==> src/rtl/icache_pkg.sv <==
// Shared definitions for the instruction cache and the fetch stage:
// line geometry, controller states, reset PC and address field helpers.
package icache_pkg;

    localparam int LINE_BYTES     = 16;
    localparam int WORDS_PER_LINE = 4;

    localparam logic [31:0] RESET_PC = 32'h0000_1000;

    typedef enum logic {
        LOOKUP = 1'b0,
        WAIT   = 1'b1
    } state_t;

    // Line index sits directly above the 4-bit byte offset.
    function automatic logic [31:0] addr_index(input logic [31:0] addr, input int iw);
        return (addr >> 4) & ((32'd1 << iw) - 32'd1);
    endfunction

    function automatic logic [31:0] addr_tag(input logic [31:0] addr, input int iw);
        return addr >> (4 + iw);
    endfunction

    function automatic logic [1:0] addr_word(input logic [31:0] addr);
        return addr[3:2];
    endfunction

endpackage

==> src/rtl/m_icache_array.sv <==
// Valid/tag/data storage for the direct-mapped cache: combinational read,
// one synchronous line write, synchronous invalidate-all, async valid clear.
module m_icache_array
    import icache_pkg::*;
#(
    parameter int LINES = 4,
    parameter int IW    = $clog2(LINES),
    parameter int TAG_W = 28 - IW
) (
    input  logic                      clk,
    input  logic                      reset,
    input  logic [IW-1:0]             rd_index,
    output logic                      rd_valid,
    output logic [TAG_W-1:0]          rd_tag,
    output logic [LINE_BYTES*8-1:0]   rd_data,
    input  logic                      wr_en,
    input  logic [IW-1:0]             wr_index,
    input  logic [TAG_W-1:0]          wr_tag,
    input  logic [LINE_BYTES*8-1:0]   wr_data,
    input  logic                      inv_all
);

    localparam int LINE_W = LINE_BYTES * 8;

    logic [LINES-1:0]  valid_q, valid_d;
    logic [TAG_W-1:0]  tag_q  [LINES];
    logic [TAG_W-1:0]  tag_d  [LINES];
    logic [LINE_W-1:0] data_q [LINES];
    logic [LINE_W-1:0] data_d [LINES];

    // Invalidate-all wins over a same-cycle install.
    always_comb begin
        valid_d = valid_q;
        tag_d   = tag_q;
        data_d  = data_q;
        if (wr_en) begin
            valid_d[wr_index] = 1'b1;
            tag_d[wr_index]   = wr_tag;
            data_d[wr_index]  = wr_data;
        end
        if (inv_all) begin
            valid_d = '0;
        end
    end

    always_ff @(posedge clk or posedge reset) begin
        if (reset) begin
            valid_q <= '0;
        end else begin
            valid_q <= valid_d;
        end
    end

    always_ff @(posedge clk) begin
        tag_q  <= tag_d;
        data_q <= data_d;
    end

    assign rd_valid = valid_q[rd_index];
    assign rd_tag   = tag_q[rd_index];
    assign rd_data  = data_q[rd_index];

endmodule

==> src/rtl/m_icache.sv <==
// Direct-mapped read-only instruction cache: same-cycle hits, single
// outstanding line refill over a req/ack handshake, flush with drop.
module m_icache
    import icache_pkg::*;
#(
    parameter int LINES = 4
) (
    input  logic         clk,
    input  logic         reset,
    input  logic [31:0]  pc_in,
    input  logic         flush,
    output logic [31:0]  instr,
    output logic         instr_valid,
    output logic         stall,
    output logic         mem_req,
    output logic [31:0]  mem_addr,
    input  logic         mem_ack,
    input  logic [127:0] mem_rdata
);

    localparam int IW    = $clog2(LINES);
    localparam int TAG_W = 28 - IW;

    state_t             state_q, state_d;
    logic               mem_req_q, mem_req_d;
    logic [31:0]        mem_addr_q, mem_addr_d;
    logic               drop_q, drop_d;

    logic [IW-1:0]      pc_index, wr_index;
    logic [TAG_W-1:0]   pc_tag, wr_tag;
    logic [1:0]         pc_word;
    logic               rd_valid;
    logic [TAG_W-1:0]   rd_tag;
    logic [127:0]       rd_data;
    logic               wr_en;
    logic               hit;

    assign pc_index = IW'(addr_index(pc_in, IW));
    assign pc_tag   = TAG_W'(addr_tag(pc_in, IW));
    assign pc_word  = addr_word(pc_in);

    // Refill lands at the latched miss address, never the live PC.
    assign wr_index = IW'(addr_index(mem_addr_q, IW));
    assign wr_tag   = TAG_W'(addr_tag(mem_addr_q, IW));

    assign hit = (state_q == LOOKUP) && !flush && rd_valid && (rd_tag == pc_tag);

    m_icache_array #(
        .LINES (LINES),
        .IW    (IW),
        .TAG_W (TAG_W)
    ) u_array (
        .clk      (clk),
        .reset    (reset),
        .rd_index (pc_index),
        .rd_valid (rd_valid),
        .rd_tag   (rd_tag),
        .rd_data  (rd_data),
        .wr_en    (wr_en),
        .wr_index (wr_index),
        .wr_tag   (wr_tag),
        .wr_data  (mem_rdata),
        .inv_all  (flush)
    );

    always_comb begin
        state_d     = state_q;
        mem_req_d   = mem_req_q;
        mem_addr_d  = mem_addr_q;
        drop_d      = drop_q;
        wr_en       = 1'b0;
        instr_valid = hit;
        stall       = !hit;
        instr       = hit ? rd_data[{pc_word, 5'b0} +: 32] : 32'h0;

        case (state_q)
            LOOKUP: begin
                if (!flush && !hit) begin
                    mem_addr_d = {pc_in[31:4], 4'b0000};
                    mem_req_d  = 1'b1;
                    state_d    = WAIT;
                end
            end
            WAIT: begin
                // A flush seen during or with the ack discards the returning line.
                if (mem_ack) begin
                    wr_en     = !drop_q && !flush;
                    mem_req_d = 1'b0;
                    drop_d    = 1'b0;
                    state_d   = LOOKUP;
                end else if (flush) begin
                    drop_d = 1'b1;
                end
            end
            default: begin
                state_d = LOOKUP;
            end
        endcase
    end

    always_ff @(posedge clk or posedge reset) begin
        if (reset) begin
            state_q    <= LOOKUP;
            mem_req_q  <= 1'b0;
            mem_addr_q <= 32'h0;
            drop_q     <= 1'b0;
        end else begin
            state_q    <= state_d;
            mem_req_q  <= mem_req_d;
            mem_addr_q <= mem_addr_d;
            drop_q     <= drop_d;
        end
    end

    assign mem_req  = mem_req_q;
    assign mem_addr = mem_addr_q;

endmodule

==> config.mk <==
export PLATFORM = sky130hd
export DESIGN_NAME = m_icache
export DESIGN_NICKNAME = d
export VERILOG_FILES = /design/src/rtl/icache_pkg.sv /design/src/rtl/m_icache_array.sv /design/src/rtl/m_icache.sv
export SDC_FILE = /design/constraint.sdc
export NUM_CORES = 1
export LEC_CHECK = 0
export CAP_MARGIN = 20
export CORE_AREA = 2 2 292 222
export CTS_CLUSTER_SIZE = 14
export DETAILED_ROUTE_END_ITERATION = 12
export DIE_AREA = 0 0 294 224
export GPL_ROUTABILITY_DRIVEN = 0
export PLACE_DENSITY_LB_ADDON = 0.3
export SETUP_SLACK_MARGIN = 0.5
export SYNTH_ARGS = -nofsm -noshare
export SYNTH_HDL_FRONTEND = slang
export SYNTH_HIERARCHICAL = 1
export SYNTH_SLANG_ARGS = --single-unit
==> constraint.sdc <==
create_clock -name clk -period 16.7 [get_ports clk]
set_clock_uncertainty 0.1 [all_clocks]
set_input_delay 3.34 -clock clk [delete_from_list [all_inputs] [get_ports clk]]
set_output_delay 3.34 -clock clk [all_outputs]
set_load 0.005 [all_outputs]
==> results.ini <==
[critical_path]
cp.required_ps = 13260
end_kind = primary output
reg2reg_from = u_array/tag_q[10]$_DFFE_PP_
crit_path_max_fanout = 79
rrSetupSlack_ps = 13270
path_class = primary input to primary output
cp.arrival_ps = 7390
reg2reg_to = mem_addr[4]$_DFFE_PP0P_
rr_worst_depth = 7
critPathLaunchType = primary input

[finish]
area_growth_pct = 21.19
final_cells = 2156
layout.nets = 1446
finish.utilization_pct = 48.16
final_layout_size_suffix_gt1_share_pct = 25.81
layout_common_cells = 616 x edfxtp_1, 220 x clkdlybuf4s50_1, 187 x mux4_2, 71 x clkbuf_16, 35 x dfrtp_1
layout_commonest_cell = edfxtp_1

[route]
dr.pass1.iters = 4
drt-met1-wl_mm = 22.31
viasPerCell = 5.196
routedWlPerCell_um = 23.64
wl_met3_mm = 3.041
ant_nets = 0
vias = 11200
drc_errors = 0
drt_first_iter_violations = 731
wl_met2_mm = 24.55
top_layer = met5
finalWirelength_mm = 50.97

[floorplanning]
ios = 231
core_um2 = 62960
die_area_um2 = 65860
die_w_um = 294
initial_utilization_pct = 39.74
num_rows = 80
die_height_um = 224

[timing]
finalCritPeriodShare_pct = 64.85
tightest_slew_ps = 1064
fin_crit_ps = 10830
slew_violations = 0
timing.fmax_ghz = 0.09234
hold_viol = 0
slew_headroom_pct = 28.85
setup_tns_ps = 0
setup_viol = 0
rsz0062_at_grt = false

[synthesis]
netlist_top_cells_area = edfxtp_1 74%, mux4_2 17%, dfrtp_1 3.5%
syn_area_um2 = 25020
syn_avg_cell_area_um2 = 24.65
synthDistinctLibCells = 32
ys_ff_latch = 651
synth_warnings = 6
synth_top_cell_area_share_pct = 73.93
synth_cells = 1015
synth_top_area_cell = edfxtp_1
ys_seq_area_share_pct = 77.44

[clock_network]
clock_sinks = 651
htree_levels = 3
postCtsResizedCells = 0
cts_buffers = 69
post-cts-setup-buffers = 0
cts_hold_buf = 0
cts_root_buffer = clkbuf_16
ctsLongestPathBuffers = 3
clk_pin_slew_worst_paths_ps = 60
tritoncts = done
clk_latency_ps = 580

[placement]
dp_cells = 2030
io_buffers = 224
dp_hpwl_mm = 28.48

[grt]
grt.overflow.total = 0
grt_pass1_wl_mm = 76.53
grt_antenna_before_repair = 11
track_usage_pct = 15.77
grt_max_degree = 80
grt_pass1_vias = 12050

[min_path]
hold_class = flip-flop to flip-flop
hold_end = u_array/valid_q[0]$_DFFE_PP0P_
hold-path-cell-count = 1
hp-start = u_array/valid_q[0]$_DFFE_PP0P_

[power]
ir_worst_vdd_mv = 0.08613
power.density_nw_per_um2 = 118.3
power_uw = 3588
leakagePower_uw = 0.009629

[run]
drv_cap = 0

[outcome]
status = finished clean

registers in the layout, summed over array words and instances, names as in the netlist:
signal	count
drop_q	1
u_array/valid_q	4
u_array/tag_q	104
state_q	1
u_array/data_q	512
mem_addr	28
mem_req	1
how the worst max path moves through the flow:
stage             start                       endpoint  cells past startpoint
6_report       pc_in[4]                      instr[13]                     11
3_5_place_dp   pc_in[4]                      instr[13]                     10
3_3_place_gp   pc_in[4]                      instr[29]                     10
2_1_floorplan   mem_ack  u_array/data_q[384]$_DFFE_PP_                      3
4_1_cts        pc_in[4]                      instr[13]                     10
5_1_grt        pc_in[4]                      instr[28]                     11
cell usage after synthesis:
master,n
a211oi_2,1
a21o_1,2
a21oi_1,3
a31oi_1,1
and3_1,1
and3b_1,1
and4_1,1
buf_2,19
buf_4,15
buf_6,8
clkbuf_1,9
conb_1,1
dfrtp_1,35
edfxtp_1,616
inv_1,6
mux2_4,28
mux4_2,187
nand2_1,2
nand3_1,1
nand3b_1,1
nand4_1,5
nand4b_1,2
nor2_1,1
nor2b_1,32
nor3_1,3
nor3b_1,2
nor4_1,2
nor4_2,1
o21ba_2,2
or4_1,1
xnor2_1,20
xor2_1,6
logic make-up (layout without fill, tap and decap cells):
kind of cell	count (synthesis)	in the layout	share of synthesized area (%)
flip-flops	651	651	77.44
multiplexers	215	215	18.51
buffers and inverters	57	372	1.415
AND/OR/NAND/NOR	56	56	1.435
XOR/XNOR	26	26	0.9102
AO/OA/AOI/OAI	9	9	0.2750
other	1	7	0.01499
final cells by class:
cell class	count	area [um^2]
repair buffers	244	2411
clock buffers	84	1836
fillers	5061	32640
multi-input cells	310	5324
flip-flops and latches	651	19370
diodes	3	7.507
well taps	820	1026
clock inverters	38	315.3
inverters	6	27.53
critical path, stage by stage:
cell             delay, ps
buf_8                  680
buf_4                  520
buf_16                 290
mux4_2                 550
xnor2_1                310
nand4_1                150
nor4_1                 210
nand4_1                160
buf_4                  360
nor2b_1                230
clkdlybuf4s50_1        520
where the power goes:
part / total (uW) / switching [uW] / internal (uW)
clock: 1450 / 603 / 846
combinational: 254 / 107 / 146
sequential: 1890 / 33.4 / 1850
layer usage:
layer,up-vias,global-route usage [%]
li1,4867,-
met1,5973,21.64
met2,267,24.79
met3,84,4.276
met4,12,4.674
met5,-,0
per-stage QoR:
step,hold WS (ps),worst slack [ps],cell area [um^2]
after global routing,422.3,5391,30320
final,414.5,5870,30320
after global placement,361.6,5483,28130
after detailed placement,396.5,5464,28130
after floorplan,357.5,793.8,25030
after CTS,411.6,5453,30290
Note: power is estimated with default switching activity, not from simulation.
